### src/rtl/lcd_frame_capture.sv
// Ping-pong frame capture: copies one framebuffer frame into the back bank of a
// two-bank display RAM, then swaps banks during vertical blank.
module lcd_frame_capture #(
  parameter int FB_BYTES = 768,
  parameter int ADDR_W   = 10,
  parameter int DATA_W   = 8
) (
  input  logic              clk,
  input  logic              reset_n,
  input  logic              frame_complete,
  input  logic              vblank,
  output logic              src_rd,
  output logic [ADDR_W-1:0] src_addr,
  input  logic [DATA_W-1:0] src_data,
  output logic              dst_we,
  output logic [ADDR_W:0]   dst_addr,
  output logic [DATA_W-1:0] dst_data,
  output logic              disp_bank,
  output logic              busy,
  output logic [7:0]        frames_swapped,
  output logic [7:0]        overrun_count
);

  typedef enum logic [1:0] {IDLE, COPY, DRAIN, PENDING} state_t;

  localparam logic [ADDR_W-1:0] LAST_ADDR = ADDR_W'(FB_BYTES - 1);

  state_t            state;
  logic [ADDR_W-1:0] rd_ptr;
  logic [ADDR_W-1:0] wr_ptr;
  logic              wr_valid;
  logic              swap_now;

  assign swap_now = (state == PENDING) && vblank;

  // Source data arrives one clock after the read strobe, so the write side is
  // a one-stage delayed copy of the read address and strobe.
  always_ff @(posedge clk or negedge reset_n) begin
    if (!reset_n) begin
      state          <= IDLE;
      rd_ptr         <= '0;
      wr_ptr         <= '0;
      wr_valid       <= 1'b0;
      src_rd         <= 1'b0;
      src_addr       <= '0;
      disp_bank      <= 1'b0;
      busy           <= 1'b0;
      frames_swapped <= 8'd0;
      overrun_count  <= 8'd0;
    end else begin
      wr_valid <= src_rd;
      wr_ptr   <= src_addr;
      src_rd   <= 1'b0;

      case (state)
        IDLE: begin
          if (frame_complete) begin
            rd_ptr <= '0;
            state  <= COPY;
            busy   <= 1'b1;
          end
        end
        COPY: begin
          src_rd   <= 1'b1;
          src_addr <= rd_ptr;
          rd_ptr   <= rd_ptr + 1'b1;
          if (rd_ptr == LAST_ADDR) state <= DRAIN;
        end
        DRAIN: begin
          state <= PENDING;
        end
        PENDING: begin
          if (vblank) begin
            disp_bank      <= ~disp_bank;
            frames_swapped <= frames_swapped + 8'd1;
            if (frame_complete) begin
              rd_ptr <= '0;
              state  <= COPY;
            end else begin
              state <= IDLE;
              busy  <= 1'b0;
            end
          end
        end
        default: begin
          state <= IDLE;
          busy  <= 1'b0;
        end
      endcase

      // A pulse that cannot start or chain a copy is dropped and counted.
      if (frame_complete && (state != IDLE) && !swap_now && (overrun_count != 8'hFF))
        overrun_count <= overrun_count + 8'd1;
    end
  end

  assign dst_we   = wr_valid;
  assign dst_addr = {~disp_bank, wr_ptr};
  assign dst_data = src_data;

endmodule

### config.mk
export PLATFORM = sky130hd
export DESIGN_NAME = lcd_frame_capture
export DESIGN_NICKNAME = d
export VERILOG_FILES = /design/src/rtl/lcd_frame_capture.sv
export SDC_FILE = /design/constraint.sdc
export NUM_CORES = 1
export LEC_CHECK = 0
export CORE_ASPECT_RATIO = 1.1
export CORE_UTILIZATION = 52
export DETAILED_ROUTE_END_ITERATION = 10
export PLACE_DENSITY = 0.82
export SYNTH_ARGS = -nofsm -noshare
export SYNTH_HDL_FRONTEND = slang
export SYNTH_SLANG_ARGS = --single-unit
### constraint.sdc
create_clock -name clk -period 4.94 [get_ports clk]
set_input_delay 0.988 -clock clk [delete_from_list [all_inputs] [get_ports clk]]
set_output_delay 0.988 -clock clk [all_outputs]
set_load 0.02 [all_outputs]
==> flow_summary.yaml <==
yosys:
  synth_commonest_cells: "dfrtp_1, nand2_1, inv_1"
  synth.most_common_cell: "dfrtp_1"
  syn-cell-area_um2: 2320
  yosys.area.top_type: "dfrtp_1"
  synth_edf_count: 0
  syn_nets: 223
  syn_area_per_cell_um2: 11.37
  synth-seq-area-share_pct: 56.09
  ys_warn_count: 0
  synth_cell_types: 37
  ys_async_sr_fraction_pct: 100.0
  synth.area.top_cells: "dfrtp_1, ha_1, nand2_1"
  ys.flop_type: "dfrtp_1"
  netlist_instances: 204
  synth-seq-cells: 52
  yosysTopAreaCellShare_pct: 56.09
drt:
  routedWlPerCell_um: 13.45
  first_pass_iters: 4
  drc: 0
  num_vias: 1621
  ant_nets: 0
  wl_um: 4007
  vias_per_cell: 5.440
  drt_iter0_markers: 44
pwr:
  p_comb_share_pct: 40.7
  power_mw: 1.387
  seqPwrFrac_pct: 43.4
  power.density_nw_per_um2: 491.7
  p_clk_share_pct: 15.9
  internal_power_mw: 0.8733
  power_switching_share_pct: 37.05
  max-vdd-ir-drop_uv: 231.1
  leakagePower_nw: 1.253
  p_switching_mw: 0.5141
placed_design:
  place_hpwl_um: 2785
  port_buffers: 44
  gp_congestion: 0.7998
die:
  die_width_um: 65.68
  rows: 25
  fp.dieH_um: 72.05
  io_pins: 61
  initial_core_util_pct: 54.13
  die_area_um2: 4732
  coreArea_um2: 4285
sta:
  hold_violations: 0
  skew_ps: 5.720
  finalSetupViolCount: 0
  worstMarginPinSlew_ps: 1057
  fin_crit_sh_pct: 54.48
  slew_violations: 0
  max_freq_ghz: 0.3716
  relSlewSlack_pct: 29.51
  rsz0062_at_grt: "false"
  fin_worst_hold_slack_ps: 382.3
  min_period_ps: 2691
  final.setup.tns_ps: 0
cts:
  cts_resized: 0
  clk_pin_slew_ps: 80
  clockBufferDepth: 2
  post_cts_buffers: 0
  cts_tree: "yes"
  root_buffer: "clkbuf_8"
  insertion_delay_ps: 300
  numCtsBuffers: 5
  cts_sinks: 52
  cts_hold_repair.buffers: 0
  htree_num_levels: 2
setup_path:
  path_max_fanout: 29
  startpoint_type: "flip-flop"
  path_class: "flip-flop to flip-flop"
  end_kind: "flip-flop"
  worstPathRequired_ps: 5140
  cp.arrival_ps: 2890
layout:
  finalNetCount: 263
  fin_util_pct: 65.84
  syn_to_final_growth_pct: 21.63
  diodes: 0
  drive_above_1_share_pct: 9.836
hold_path:
  hold_class: "flip-flop to flip-flop"
run:
  drv_cap: 0
run_status:
  status: "completed"
global_routing:
  antenna_found_initial: 0
  grt_pass1_vias: 1552
  grtUsageTotal_pct: 18.45
  globalRouteOverflowTotal: 0
  grt_start_max_net_pins: 53
  grt_first_pass_wirelength_um: 6762
## power by group through the flow
stage / clock network [mW] / logic [mW] / registers [mW]
after floorplan: 0 / 0.280 / 0.689
after global placement: 0 / 0.553 / 0.608
after detailed placement: 0 / 0.571 / 0.612
after CTS: 0.230 / 0.571 / 0.603
after global routing: 0.248 / 0.622 / 0.617
final: 0.221 / 0.564 / 0.602
## layout make-up
cell class / count / area (um2)
fillers: 350 / 1464
flip-flops and latches: 52 / 1301
multi-input cells: 127 / 883.3
repair buffers: 45 / 442.9
clock buffers: 6 / 72.57
well taps: 54 / 67.56
inverters: 13 / 48.80
clock inverters: 1 / 5.005
## metal layers
metal,vias to the layer above,global-route usage [%],part of all wire [%]
met3,3,4.403,3.8
met5,-,0,0
met4,0,4.348,0.82
met2,36,32.31,52
met1,809,22.83,43
li1,773,-,-
## cells by family (layout without fill, tap and decap cells)
kind of cell	count (synthesis)	count (layout)	synth area share (%)
xor+xnor	15	15	5.664
compound gates	29	29	9.440
mux	7	7	3.398
simple gates	69	69	15.80
buf+inv	25	65	5.825
fa+ha+maj	7	7	3.775
flops	52	52	56.10
## final timing paths
check,startpoint,endpoint,slack (ps),cells after the start
worst max-delay path,state[1],rd_ptr[5],2250,6
worst min-delay path,src_rd,dst_we,380,0
worst max register to register,state[1],rd_ptr[5],2250,6
worst min register to register,src_rd,dst_we,380,0
max in group asynchronous,reset_n,wr_ptr[6],3700,2
min in group asynchronous,reset_n,overrun_count[2],790,2
## layout by cell type, fill, tap and decap left out, types with 7 or more instances in the layout
cell	Yosys	routed
xnor2_1	8	8
nand3_1	12	12
nor3_1	7	7
dfrtp_1	52	52
mux2_2	7	7
nand2_1	23	23
o21ai_0	10	10
inv_1	13	13
xor2_1	7	7
clkdlybuf4s50_1	0	43
nor2_1	8	8
ha_1	7	7
## worst max-delay path: stages, from the launching register on
cell      delay (ps)
dfrtp_1          420
inv_1            110
ha_1             860
nor2_1           140
nor3_1           710
nand4b_1         180
o211ai_1         160
## stage by stage
step / setup WS [ps] / cell area, um2 / instances
after floorplan: 2830 / 2320 / 204
after global placement: 2256 / 2744 / 291
after detailed placement: 2123 / 2744 / 291
after CTS: 2232 / 2821 / 298
after global routing: 1994 / 2821 / 298
final: 2249 / 2821 / 298
## state kept, by name (all words and copies together), names as in the netlist
| signal | count |
|---|---|
| dst_we | 1 |
| src_addr | 10 |
| src_rd | 1 |
| state | 2 |
| rd_ptr | 10 |
| wr_ptr | 10 |
| disp_bank | 1 |
| busy | 1 |
| frames_swapped | 8 |
| overrun_count | 8 |
No activity file was read; power rests on OpenSTA's default activity.
